### src/rtl/bcd_disp_pkg.sv
// Shared constants and helpers for the BCD 7-segment display scanner.
// Segment patterns are active-high, ordered {g,f,e,d,c,b,a}.
package bcd_disp_pkg;

    localparam logic [6:0] SEG_0    = 7'h3F;
    localparam logic [6:0] SEG_1    = 7'h06;
    localparam logic [6:0] SEG_2    = 7'h5B;
    localparam logic [6:0] SEG_3    = 7'h4F;
    localparam logic [6:0] SEG_4    = 7'h66;
    localparam logic [6:0] SEG_5    = 7'h6D;
    localparam logic [6:0] SEG_6    = 7'h7D;
    localparam logic [6:0] SEG_7    = 7'h07;
    localparam logic [6:0] SEG_8    = 7'h7F;
    localparam logic [6:0] SEG_9    = 7'h6F;
    localparam logic [6:0] SEG_DASH = 7'h40;
    localparam logic [6:0] SEG_OFF  = 7'h00;

    // Non-decimal codes render as a dash so a bad digit is visible
    function automatic logic [6:0] bcd_to_seg(input logic [3:0] d);
        logic [6:0] s;
        s = SEG_DASH;
        case (d)
            4'd0:    s = SEG_0;
            4'd1:    s = SEG_1;
            4'd2:    s = SEG_2;
            4'd3:    s = SEG_3;
            4'd4:    s = SEG_4;
            4'd5:    s = SEG_5;
            4'd6:    s = SEG_6;
            4'd7:    s = SEG_7;
            4'd8:    s = SEG_8;
            4'd9:    s = SEG_9;
            default: s = SEG_DASH;
        endcase
        return s;
    endfunction

endpackage

### src/rtl/bcd_disp_if.sv
// Digit data in, multiplexed segment/anode drive out.
// master drives the digits, slave is the scanner.
interface bcd_disp_if #(
    parameter int NUM_DIGITS = 4
);
    logic [4*NUM_DIGITS-1:0] bcd_in;
    logic [NUM_DIGITS-1:0]   dp_in;
    logic                    load;
    logic                    blank_lz;
    logic [6:0]              seg;
    logic                    dp;
    logic [NUM_DIGITS-1:0]   an;
    logic                    frame_done;

    modport master (
        output bcd_in, dp_in, load, blank_lz,
        input  seg, dp, an, frame_done
    );

    modport slave (
        input  bcd_in, dp_in, load, blank_lz,
        output seg, dp, an, frame_done
    );
endinterface

### src/rtl/bcd_display_scanner_bcd_to_7seg.sv
// Pure combinational BCD digit to 7-segment decoder.
// Output is active-high; polarity is applied by the scanner.
module bcd_to_7seg
    import bcd_disp_pkg::*;
(
    input  logic [3:0] digit,
    output logic [6:0] seg
);
    assign seg = bcd_to_seg(digit);
endmodule

### src/rtl/bcd_display_scanner.sv
// Time-multiplexed, double-buffered 7-segment scanner with
// optional leading-zero blanking and a dead slot between digits.
module bcd_display_scanner
    import bcd_disp_pkg::*;
#(
    parameter int NUM_DIGITS     = 4,
    parameter int REFRESH_DIV    = 1000,
    parameter bit ACTIVE_LOW_SEG = 1'b1,
    parameter bit ACTIVE_LOW_AN  = 1'b1
) (
    input  logic clk,
    input  logic reset,
    bcd_disp_if.slave bus
);
    localparam int CW = $clog2(REFRESH_DIV);
    localparam int IW = $clog2(NUM_DIGITS);
    localparam logic [CW-1:0] CNT_LAST = CW'(REFRESH_DIV - 1);
    localparam logic [IW-1:0] IDX_LAST = IW'(NUM_DIGITS - 1);
    localparam logic [NUM_DIGITS-1:0] AN_ONE = {{(NUM_DIGITS-1){1'b0}}, 1'b1};

    logic [CW-1:0]           cnt;
    logic [IW-1:0]           idx;
    logic [4*NUM_DIGITS-1:0] shadow_bcd;
    logic [4*NUM_DIGITS-1:0] active_bcd;
    logic [NUM_DIGITS-1:0]   shadow_dp;
    logic [NUM_DIGITS-1:0]   active_dp;
    logic [3:0]              act_dig [NUM_DIGITS];
    logic [NUM_DIGITS-1:0]   blank;
    logic                    upper_zero;
    logic                    advance;
    logic                    wrap;
    logic [3:0]              cur_digit;
    logic [6:0]              cur_seg;
    logic                    cur_blank;
    logic [6:0]              seg_r;
    logic                    dp_r;
    logic [NUM_DIGITS-1:0]   an_r;
    logic                    fd_r;

    assign advance = (cnt == CNT_LAST);
    assign wrap    = advance && (idx == IDX_LAST);

    always_ff @(posedge clk or posedge reset) begin
        if (reset) begin
            cnt <= '0;
            idx <= '0;
        end else begin
            cnt <= advance ? '0 : cnt + 1'b1;
            if (advance)
                idx <= wrap ? '0 : idx + 1'b1;
        end
    end

    // Active only changes at frame wrap, so a frame never tears
    always_ff @(posedge clk or posedge reset) begin
        if (reset) begin
            shadow_bcd <= '0;
            shadow_dp  <= '0;
            active_bcd <= '0;
            active_dp  <= '0;
        end else begin
            if (bus.load) begin
                shadow_bcd <= bus.bcd_in;
                shadow_dp  <= bus.dp_in;
            end
            if (wrap) begin
                active_bcd <= bus.load ? bus.bcd_in : shadow_bcd;
                active_dp  <= bus.load ? bus.dp_in  : shadow_dp;
            end
        end
    end

    always_comb begin
        for (int i = 0; i < NUM_DIGITS; i++)
            act_dig[i] = active_bcd[4*i +: 4];
    end

    // Blank a digit when it and every digit above it are zero
    always_comb begin
        blank      = '0;
        upper_zero = 1'b1;
        for (int i = NUM_DIGITS - 1; i >= 0; i--) begin
            upper_zero = upper_zero && (act_dig[i] == 4'd0);
            blank[i]   = bus.blank_lz && (i != 0) && upper_zero;
        end
    end

    assign cur_digit = act_dig[idx];
    assign cur_blank = blank[idx];

    bcd_to_7seg u_dec (
        .digit (cur_digit),
        .seg   (cur_seg)
    );

    always_ff @(posedge clk or posedge reset) begin
        if (reset) begin
            seg_r <= SEG_OFF;
            dp_r  <= 1'b0;
            an_r  <= '0;
            fd_r  <= 1'b0;
        end else begin
            seg_r <= cur_blank ? SEG_OFF : cur_seg;
            dp_r  <= !cur_blank && active_dp[idx];
            an_r  <= advance ? '0 : (AN_ONE << idx);
            fd_r  <= wrap;
        end
    end

    assign bus.seg        = ACTIVE_LOW_SEG ? ~seg_r : seg_r;
    assign bus.dp         = ACTIVE_LOW_SEG ? ~dp_r  : dp_r;
    assign bus.an         = ACTIVE_LOW_AN  ? ~an_r  : an_r;
    assign bus.frame_done = fd_r;

endmodule

### src/flat_wrapper.sv
// flat-port wrapper written by rule: the top's interface ports become plain ports
module bcd_display_scanner_flat import bcd_disp_pkg::*;
#(
    parameter int NUM_DIGITS     = 4,
    parameter int REFRESH_DIV    = 1000,
    parameter bit ACTIVE_LOW_SEG = 1'b1,
    parameter bit ACTIVE_LOW_AN  = 1'b1
)
  (clk, reset, bus_bcd_in, bus_dp_in, bus_load, bus_blank_lz, bus_seg, bus_dp, bus_an, bus_frame_done);
  bcd_disp_if #(.NUM_DIGITS(NUM_DIGITS)) bus_i ();
  input  logic clk;
  input  logic reset;
  input wire logic [$bits(bus_i.bcd_in)-1:0] bus_bcd_in;
  input wire logic [$bits(bus_i.dp_in)-1:0] bus_dp_in;
  input wire logic [$bits(bus_i.load)-1:0] bus_load;
  input wire logic [$bits(bus_i.blank_lz)-1:0] bus_blank_lz;
  output wire logic [$bits(bus_i.seg)-1:0] bus_seg;
  output wire logic [$bits(bus_i.dp)-1:0] bus_dp;
  output wire logic [$bits(bus_i.an)-1:0] bus_an;
  output wire logic [$bits(bus_i.frame_done)-1:0] bus_frame_done;
  assign bus_i.bcd_in = bus_bcd_in;
  assign bus_i.dp_in = bus_dp_in;
  assign bus_i.load = bus_load;
  assign bus_i.blank_lz = bus_blank_lz;
  assign bus_seg = bus_i.seg;
  assign bus_dp = bus_i.dp;
  assign bus_an = bus_i.an;
  assign bus_frame_done = bus_i.frame_done;
  bcd_display_scanner #(.NUM_DIGITS(NUM_DIGITS), .REFRESH_DIV(REFRESH_DIV), .ACTIVE_LOW_SEG(ACTIVE_LOW_SEG), .ACTIVE_LOW_AN(ACTIVE_LOW_AN)) u_core (.clk(clk), .reset(reset), .bus(bus_i));
endmodule
### config.mk
export PLATFORM = sky130hd
export DESIGN_NAME = bcd_display_scanner_flat
export DESIGN_NICKNAME = d
export VERILOG_FILES = /design/src/rtl/bcd_disp_pkg.sv /design/src/rtl/bcd_disp_if.sv /design/src/rtl/bcd_display_scanner_bcd_to_7seg.sv /design/src/rtl/bcd_display_scanner.sv /design/src/flat_wrapper.sv
export SDC_FILE = /design/constraint.sdc
export NUM_CORES = 1
export LEC_CHECK = 0
export CAP_MARGIN = 30
export CORE_AREA = 2 2 83 85
export DETAILED_ROUTE_END_ITERATION = 16
export DIE_AREA = 0 0 85 87
export GPL_TIMING_DRIVEN = 0
export PLACE_DENSITY = 0.66
export SLEW_MARGIN = 20
export SYNTH_ARGS = -nofsm -noshare
export SYNTH_HDL_FRONTEND = slang
export SYNTH_SLANG_ARGS = --single-unit
### constraint.sdc
create_clock -name clk -period 3.4 [get_ports clk]
set_input_delay 0.51 -clock clk [delete_from_list [all_inputs] [get_ports clk]]
set_output_delay 0.51 -clock clk [all_outputs]
set_load 0.02 [all_outputs]
======== Yosys cells after proc, flatten, opt, wreduce, memory -nomap -nowiden ========
Memory sizes are Yosys's and may differ from the RTL's.
Cells that the tools add are included.
word-level totals
  bits in registers ....................... 65
  bits in latches ......................... 0
  bits in writable memories ............... 0
  bits in read-only memories .............. 112
  input port bits ......................... 24
  output and inout port bits .............. 13
  word-level logic and storage cells ...... 46
  memories kept ........................... 1
cells by class
  $add $sub $neg .......................... 2
  $mul .................................... 0
  div/mod/pow operators ................... 0
  order comparisons ....................... 2
  equality and inequality tests ........... 2
  shift-type cells ........................ 1
  multiplexer cells ....................... 13
  bitwise gates (word level) .............. 4
  reduce and logical (&&, ||, !) cells .... 11
memories
  name              depth  width  read ports  clocked after Yosys merged registers in  wr ports  line                text
  (name not given)  16     7      1           0                                        0         bcd_disp_pkg.sv:22  case (d)
operators by type and width
  cell                     number
  $mux W16                 1
  $mux W4                  4
  $logic_not A4 Y1         3
  $add A10 B1 Y10 const B  1
  $eq A10 B10 Y1 const B   1
  $mux W10                 1
  $bmux W4 S2              1
  $logic_and A1 B1 Y1      7
  $mux W7                  1
  $not A7 Y7               1
  $bmux W1 S2              2
  $not A4 Y4               1
  $shl A1 B2 Y4 const A    1
  $ge A3 B3 Y1 const B     1
  $lt A2 B3 Y1 const B     1
  $not A2 Y3               1
  $add A2 B1 Y2 const B    1
  $eq A2 B2 Y1 const B     1
  $mux W1                  2
  $mux W2                  1
  $logic_not A1 Y1         1
  $not A1 Y1               1

======== Logic depth before layout (Yosys ltp) ========
Gate-level depths: netlist of the first run.
  depth after elaboration ................. 8
  gate-level depth with buffers ........... 7

======== Modules after synthesis ========
From an unflattened synthesis of the first run, not the netlist that was laid out.
second synthesis, totals
  cells, all modules ...................... 225
  area total of the unflattened synthesis .. 3,022.9 µm²
by module, submodules not included
  module               instances  cells an instance  area an instance (µm²)  seq. area each (µm²)
  bcd_display_scanner  1          196                2,795.2                 1,626.6
  bcd_to_7seg          1          29                 227.7                   0.0

======== Worst setup path after synthesis of the first run ========
OpenSTA, ideal clock, no wires.
  path kind ............................... flip-flop to flip-flop
  from .................................... reg u_core.idx[0]
  to ...................................... reg u_core.seg_r[3]
  arrival ................................. 1.643 ns
  required time ........................... 3.262 ns
  slack ................................... 1.618 ns
  cell stages (with the launch flop) ...... 7
  buffers on the path ..................... 1
  period minus slack after synthesis ...... 1.782 ns
  path through ............................ dfrtp_1 -> buf_6 -> mux4_1 -> inv_1 -> ha_1 -> mux2i_1 -> a21oi_1
between the ends
  longest elaborated chain between the ends .. 6
  elaborated cells on any way between the ends .. 8
  classes of those cells .................. mux: 6; bitwise: 1; memory: 1
ends and longest elaborated chain
  what                                        line                        text
  start, declared                             bcd_display_scanner.sv:22   logic [IW-1:0] idx;
  start signal, assigned                      bcd_display_scanner.sv:50   idx <= wrap ? '0 : idx + 1'b1;
  $not A2 Y3 (implied by the code)            bcd_display_scanner.sv:88   assign cur_digit = act_dig[idx];
  $bmux W4 S2                                 bcd_display_scanner.sv:88
  $mux W4 (implied by the code) (2 in a row)  bcd_display_scanner.sv:88
  $mem_v2 Z16 W7                              n/a
  $mux W7 (*)                                 bcd_display_scanner.sv:103  seg_r <= cur_blank ? SEG_OFF : cur_seg;
  end signal, assigned                        bcd_display_scanner.sv:103
  end, declared                               bcd_display_scanner.sv:35   logic [6:0] seg_r;
Every way passes the cells marked *; elsewhere a longest branch is shown, timed or not. The select of a mux whose other input is x is not followed.
A chain may end at the register's enable or synchronous reset.

======== Worst setup path after layout of the first run ========
Same ends and word-level chain as after synthesis.

==> summary by stage, run 1 <==
Synthesis
The number of nets produced by synthesis is 250. sky130_fd_sc_hd__dfrtp_1 is the most common cell in the netlist. In this run, synthesis inferred 0 flip-flops with an integrated enable.

Yosys attributes the largest share of cell area to sky130_fd_sc_hd__dfrtp_1 57%, sky130_fd_sc_hd__mux2_2 16%, sky130_fd_sc_hd__ha_1 4.4%. The total of warnings raised by yosys is 0. After technology mapping, the gate count stands at 216. The share of flip-flops with an asynchronous set or reset is 100%.

The share of the Yosys chip area taken by registers is 56.8%. The commonest cells after synthesis are 65 x sky130_fd_sc_hd__dfrtp_1, 40 x sky130_fd_sc_hd__mux2_2, 22 x sky130_fd_sc_hd__inv_1, 10 x sky130_fd_sc_hd__a21oi_1, 10 x sky130_fd_sc_hd__ha_1. The synthesized area divided by synthesized cell count is 13.2 sq um. The flop and latch count out of synthesis is 65.

The biggest area contributor in the post-synthesis netlist is sky130_fd_sc_hd__dfrtp_1. The share of synthesized area in the top cell type comes to 56.8%. In the synthesized netlist the dominant register cell turns out to be sky130_fd_sc_hd__dfrtp_1.

In this run the cell area of the synthesized design comes to 2860 sq um. The number of distinct library cell variants in the gate-level netlist after synthesis is 32.

STA
Setup violations remaining at the end of the flow were counted as 0. The final-report max-slew violation count came to 0. The final hold slack is 469 ps.

The relative slew slack is 57.7%. Adding up every negative setup slack in the final design gives 0 ps. Setup repair after global routing left no endpoint under its margin. The worst clock skew on the final layout is 5.30 ps.

The final hold violation count is 0. The share of the clock period used by the worst path after layout is 57.0%. The maximum operating frequency is 516 MHz.

The worst path needs 1940 ps of the cycle, external delays included. The transition at the pin with the smallest max-transition slack is 635 ps.

Clocking
The count of hold buffers inserted by post-cts repair is 0. The number of buffers added by the clock tree synthesis step is 9. CTS built an H-tree with a depth of 3.

Post-CTS timing repair inserted 0 buffers for setup. The post-cts resize count is 0. Clock latency on the worst-skew pair, taken at its later pin, is 330 ps.

TritonCTS built the clock tree. The root buffer cell chosen for the clock tree is sky130_fd_sc_hd__clkbuf_8. The clock transition at the register clock pins on the worst setup and hold paths after CTS is 70 ps. The maximum clock path buffer count is 2. The number of clock sinks is 65.

Critical path
STA classifies the critical path startpoint as a flip-flop. The setup path with the least slack is of type reg -> reg. On the worst path, the slowest cell contributes a delay of 610 ps. Of all nets on the critical path, the largest fanout is 8. The origin of the critical flop-to-flop path is u_core.idx[0].

For the worst setup path, the data arrival time is 2130 ps. STA puts the critical path data required time at 3590 ps. Traced cell by cell, the critical path runs through buf_6 -> mux4_1 -> inv_1 -> ha_1 -> mux2i_1 -> a21oi_1. The worst setup path endpoint is u_core.seg_r[3]. The register-to-register path setup slack is 1460 ps.

The worst register-to-register path ends at u_core.seg_r[3]. The cell with the largest stage delay on the worst path is sky130_fd_sc_hd__mux4_1. For the worst flop-to-flop path, the logic depth is 6. STA classifies the critical path endpoint as a flip-flop. The worst setup path startpoint is u_core.idx[0].

GRT
The number of antenna violations at the first check in global routing is 0. The first global-routing pass estimated 8.20 mm of wire. The via count of the first global-routing pass is 1789. Global routing used 14.5% of the available tracks.

Entering global routing, the biggest net connects 39 pins. The final global-route overflow total is 0.

Cells and area
The repair_antennas step left the layout with diodes totalling 0. After routing the design area is 3500 sq um. Cells with a size suffix above 1 make up 24.5% of the layout. Cells fill 53.3% of the core in the end. The synthesis-to-layout area growth is 22.4%. The number of nets in the finished design is 297.

Floorplanning
During I/O placement, the number of pins put on the boundary was 37. For this configuration, the core starts out at a cell density of 43.6%. The core region is 6570 sq um.

From bottom edge to top edge, the die measures 87 um. The area of the die is 7400 sq um. The floorplan step set the die width to 85 um. The initialized floorplan defines 30 standard-cell rows.

Place
Port buffering added 35 buffers. The half-perimeter wire length after detailed placement is 3.46 mm. The placement-stage cell area is 3330 sq um.

At the end of routability-driven placement, the weighted congestion stood at 0.762.

Route
The average via count per standard cell is 5.09. The routed layout has 1755 vias. The number of optimization iterations in the first detailed-route pass is 4. The post-detailed-route DRC marker count is 0. The average wire per cell in the routed design is 13.9 um. The count of routing violations after the opening detailed-route iteration is 87.

In this run the remaining antenna-violating nets after routing total 0. Summed over all layers, the routed wires come to 4.81 mm.

Pwr
The total power density per cell area is 417 nW/um^2. The highest ir drop seen on vdd is 0.280 mV. In this run the static leakage power is 1.60 nW.

Flow run
The tool flagged a number of max-cap violations equal to 0.

Min path
The min-delay analysis places its worst path in the category reg -> reg.

Outcome
The flow ran to the end, and the final reports show no timing, DRC or antenna violations.
placed cells by master, fill, tap and decap left out, types with 2 or more instances in the layout:
cell / netlist / final
sky130_fd_sc_hd__xor2_1: 3 / 3
sky130_fd_sc_hd__mux4_1: 3 / 3
sky130_fd_sc_hd__buf_4: 2 / 2
sky130_fd_sc_hd__inv_1: 22 / 21
sky130_fd_sc_hd__mux4_2: 2 / 2
sky130_fd_sc_hd__clkdlybuf4s50_1: 0 / 35
sky130_fd_sc_hd__nand2b_1: 2 / 2
sky130_fd_sc_hd__nand2_1: 7 / 7
sky130_fd_sc_hd__buf_6: 3 / 3
sky130_fd_sc_hd__nand3_1: 5 / 5
sky130_fd_sc_hd__nor2b_1: 5 / 5
sky130_fd_sc_hd__ha_1: 10 / 10
sky130_fd_sc_hd__xnor2_1: 2 / 2
sky130_fd_sc_hd__mux2_2: 40 / 40
sky130_fd_sc_hd__nor3_1: 4 / 4
sky130_fd_sc_hd__a21oi_1: 10 / 10
sky130_fd_sc_hd__clkbuf_8: 0 / 12
sky130_fd_sc_hd__nor4_1: 3 / 3
sky130_fd_sc_hd__o21ai_0: 7 / 7
sky130_fd_sc_hd__clkbuf_1: 2 / 3
sky130_fd_sc_hd__nor2_1: 7 / 7
sky130_fd_sc_hd__dfrtp_1: 65 / 65
registers in the layout (all words and copies together) (netlist names), 2 cells and up:
register           cells
u_core.idx             2
u_core.active_bcd     16
u_core.cnt            10
u_core.shadow_bcd     16
u_core.shadow_dp       4
u_core.an_r            4
u_core.seg_r           7
u_core.active_dp       4
cell families (layout without fill, tap and decap cells):
kind of cell / Yosys count / in the layout / synth area share [%]
adders and majority gates: 10 / 10 / 4.37
AOI/OAI and AO/OA: 22 / 22 / 4.81
and+or+nand+nor: 38 / 38 / 7.00
DFF: 65 / 65 / 56.8
xor gates and xnor gates: 5 / 5 / 1.53
muxes: 46 / 46 / 20.4
buffers and inverters: 30 / 79 / 5.03
power breakdown:
group          internal [mW]  total [mW]  switching, mW
combinational         0.0468      0.0829         0.0361
sequential             0.797       0.802        0.00525
clock                  0.313       0.577          0.264
cell type report:
type | count | area, sq um
Sequential cell | 65 | 1630
Inverter | 22 | 85.1
Multi-Input combinational cell | 121 | 1090
Fill cell | 577 | 3070
Tap cell | 80 | 100
Buffer | 8 | 61.3
Timing Repair Buffer | 36 | 370
Clock buffer | 13 | 169
per-layer routing:
| metal | up-vias | part of all wire [%] | track usage [%] |
|---|---|---|---|
| li1 | 832 | - | - |
| met1 | 885 | 45 | 18.1 |
| met2 | 30 | 49 | 23.7 |
| met3 | 8 | 3.6 | 3.41 |
| met4 | 0 | 1.8 | 7.36 |
| met5 | - | 0 | 0 |
metrics by stage:
stage                     setup WS (ps)  total power, mW  instances
after global placement              177            0.896        331
after floorplan                    1260            0.859        216
after CTS                          1460             1.48        345
after detailed placement           1490            0.902        332
final                              1460             1.46        345
after global routing               1330             1.52        345
how the worst min path moves through the flow:
| stage | slack (ps) | depth (start not counted) | to | startpoint |
|---|---|---|---|---|
| final | 470 | 1 | u_core.cnt[0] | u_core.cnt[0] |
| after global routing | 510 | 1 | u_core.shadow_dp[2] | u_core.shadow_dp[2] |
| after CTS | 480 | 1 | u_core.cnt[0] | u_core.cnt[0] |
| after detailed placement | 470 | 1 | u_core.cnt[0] | u_core.cnt[0] |
| after global placement | 450 | 1 | u_core.cnt[0] | u_core.cnt[0] |
| after floorplan | 430 | 1 | u_core.cnt[0] | u_core.cnt[0] |
worst max-delay path: cells and delay by family, from the launching register on:
kind	cells	cell delay, ps
mux	2	760
fa+ha+maj	1	260
compound gates	1	90
buf+inv	2	300
flops	1	390
Power figures use the tool's default switching activity.
==> run 2: changes to the inputs <==
clock period = 1.79 ns   (was 3.4 ns; I/O delays follow)
==> summary by stage, run 2 (synthesis gave the netlist of run 1 again) <==
Cells and area
The multi-input gate area in the final layout is 1190 sq um (+9.3%). The number of standard cells in the layout, taps in and fillers out is 366 (+6.1%). The number of antenna diodes was 0 (unchanged).

The count of filler cells inserted in the layout is 520 (-9.9%). The layout cell share with drive strength beyond 1 is 34.3% (+9.7 points). Leaving out fill and tap cells, the most frequent cell in the layout is sky130_fd_sc_hd__dfrtp_1. The synthesis-to-layout area growth is 34.1%. The largest registers in the layout are u_core.active_bcd x16, u_core.shadow_bcd x16, u_core.cnt x10. The sequential standard cell area is 1630 sq um (unchanged). The utilization after layout was 58.4% (+5.1 points). The number of nets in the finished design was 315 (+6.1%).

The top cell types in the final layout, fill and taps aside, are 65 x sky130_fd_sc_hd__dfrtp_1, 35 x sky130_fd_sc_hd__mux2_2, 35 x sky130_fd_sc_hd__clkdlybuf4s50_1. The total non-filler cell area in the finished layout is 3840 sq um (+9.6%).

Floorplanning
The count of standard-cell rows is 30 (unchanged). The area of the die was 7400 sq um (unchanged). The starting density of the core was 43.6% (unchanged). The die height was 87 um (unchanged). The area inside the core boundary came to 6570 sq um (unchanged). The top-level port count came to 37 (unchanged). The horizontal die dimension came to 85 um (unchanged).

Critical path
The kind of start point of the critical path is a flip-flop. The signal on the critical path passes through ha_4 -> nand4b_1 -> nor4_4 -> buf_4 -> mux2_2. The delay contributed by the slowest stage of the critical path came to 390 ps (-220 ps).

The cell with the largest stage delay on the worst path is sky130_fd_sc_hd__dfrtp_1. The endpoint identified for the worst register-to-register timing path is u_core.active_bcd[3]. The class of the most critical setup path is reg -> reg. The kind of cell with the highest combined delay along the critical path is simple AND/OR/NAND/NOR gates. The origin of the critical flop-to-flop path is u_core.cnt[1]. The critical path data arrival time came to 2000 ps (-130 ps). The data required time of the worst path is 2000 ps (-1590 ps). The buffers plus inverters on the worst setup path is 1 (-1). STA classifies the critical path endpoint as a flip-flop. The largest fanout of any net on the critical path is 10 (+2).

The length in cells of the worst reg-to-reg path is 5 (-1). The register-to-register path setup slack is 8 ps (-1450 ps). In this run the worst setup path begins at u_core.cnt[1].

Route
The count of routing violations after the opening detailed-route iteration came to 48 (-45%). The number of optimization iterations in the first detailed-route pass came to 4 (unchanged). The overall routed net length is 5.15 mm (+7.3%).

The average wire per cell in the routed design was 14.1 um (+1.1%). The post-detailed-route DRC marker count is 0 (unchanged). The residual antenna-violating net count after detailed routing is 0 (unchanged). The via count of the routed design is 1810 (+3.1%). The average via count per standard cell was 4.95 (-2.8%).

Clocking
The count of hold buffers inserted by post-cts repair is 0 (unchanged). The CTS tree is yes. The clock transition at the register clock pins on the worst setup and hold paths after CTS is 70 ps (about the same). The number of buffers added by the clock tree synthesis step is 9 (unchanged). The number of clock sinks is 65 (unchanged). The number of H-tree branching levels is 3 (unchanged). The later-pin clock latency in the skew report came to 330 ps (about the same). The buffer type at the clock tree root is sky130_fd_sc_hd__clkbuf_8. The maximum clock path buffer count is 2 (unchanged).

STA
The share of the clock period used by the worst path after layout is 99.6% (+43 points). The final hold violation count is 0 (unchanged). The final-report max-slew violation count was 0 (unchanged). The summed negative setup slack over all endpoints was 0 ps (unchanged). The minimum clock period after layout was 1780 ps (-155 ps).

The count of final setup violators was 0 (unchanged). The transition at the pin with the smallest max-transition slack is 607 ps (-27.8 ps). The relative slew slack came to 59.5% (+1.9 points).

The final hold slack is 303 ps (-166 ps). Setup repair after global routing could not meet its margin everywhere. The maximum operating frequency is 561 MHz (+8.7%). The final worst setup slack is 7.85 ps (-1450 ps). The worst clock skew on the final layout is 7.44 ps (+2.14 ps).

Min path
The path class of the tightest hold or removal check is in -> async.

Pwr
The share of total power in the clock network is 44.4% (+4.9 points). The proportion of total power due to net switching is 19.6% (-1.3 points). The power after layout is 3.04 mW (+110%).

The highest ir drop seen on vdd is 0.431 mV (+54%). The internal power of the cells is 2.44 mW (+110%). The combinational cell fraction of total power is 5.5% (-0.2 points). The total power density per cell area came to 792 nW/um^2 (+90%).

The power spent charging and discharging nets came to 0.597 mW (+95%). The power share of the sequential group is 50.1% (-4.8 points). The standby leakage power is 1.77 nW (+10%).

Outcome
The flow ran to the end, and the final reports show no timing, DRC or antenna violations.

Place
The half-perimeter wire length after detailed placement is 3.58 mm (+3.6%). The placed instance count is 333 (+0.30%). The weighted congestion reported at the end of routability-driven placement is 0.806 (+5.8%). The worst setup timing slack at the placement stage is -145 ps (-1630 ps).

The placement-stage cell area is 3360 sq um (+0.86%). The count of buffers inserted at the top-level ports was 35 (unchanged).

Flow run
The total of max-cap violations is 0 (unchanged).

GRT
The largest net degree at the start of global routing is 25 (-36%). The first-pass GRT wire length was 8.49 mm (+3.4%). The via count of the first global-routing pass was 1748 (-2.3%). The global-route usage over all layers is 15.0% (+0.54 points). The number of antenna violations at the first check in global routing was 0 (unchanged).

The final global-route overflow total came to 0 (unchanged).
## run 2: cell types whose count changed in the layout (fill, tap and decap cells not counted), sizes merged
cell,before,now
buf,7,25
clkbuf,15,17
clkinvlp,0,1
inv,22,21
bufinv,0,1
## run 2: worst max path at each step
stage | to | slack (ps) | depth (start not counted)
2_1_floorplan | u_core.seg_r[3] | 8 | 6
3_3_place_gp | u_core.seg_r[3] | -100 | 6
3_5_place_dp | u_core.active_bcd[3] | -140 | 5
4_1_cts | u_core.idx[0] | -6 | 6
5_1_grt | u_core.active_bcd[3] | -100 | 5
6_report | u_core.active_bcd[3] | 8 | 5
## run 2: timing repair
action                                  4_1_cts  5_1_grt
hold endpoints to repair                      0        0
endpoints found under the setup margin       26       31
pin swaps                                     1        5
gates resized for setup                       6       27
cloned                                        1        0
buffers inserted                              6       10
## run 2: metal layers
metal,track usage (%),wire (um),up-vias
met5,0,0,-
met4,6.49,82,0
met3,4.08,181,8
met2,24.3,2570,31
met1,19.1,2320,897
li1,-,-,874
## run 2: worst reg2reg max path, delay by kind of cell, from the launching register on
kind / cells / cell delay (ps)
flops: 1 / 390
fa+ha+maj: 1 / 160
mux: 1 / 360
simple gates: 2 / 500
buf+inv: 1 / 250
## run 2: cell type report
| cell class | instances | share of cell area, % |
|---|---|---|
| buffer | 8 | 1.86 |
| clock buffer | 15 | 5.12 |
| clock inverter | 1 | 0.782 |
| inverter | 22 | 2.31 |
| multi-input combinational | 121 | 31.1 |
| sequential | 65 | 42.4 |
| tap | 80 | 2.61 |
| timing repair buffer | 54 | 13.9 |
## run 2: power by group through the flow
| stage | clock (mW) | sequential, mW | combinational (mW) |
|---|---|---|---|
| after CTS | 1.38 | 1.52 | 0.170 |
| final | 1.35 | 1.52 | 0.167 |
| after global routing | 1.45 | 1.53 | 0.185 |
| after detailed placement | 0 | 1.55 | 0.170 |
| after floorplan | 0 | 1.55 | 0.0840 |
| after global placement | 0 | 1.55 | 0.154 |
==> run 3: changes to the inputs <==
==> constraint.sdc (replaced) <==
create_clock -name clk -period 1.79 [get_ports clk]
set_input_delay 0.179 -clock clk [delete_from_list [all_inputs] [get_ports clk]]
set_output_delay 0.179 -clock clk [all_outputs]
set_load 0.02 [all_outputs]
==> results of run 3 <==
The final DEF is identical to that of run 2. Status: completed.
Among the figures that moved: hold slack 303 ps -> 214 ps
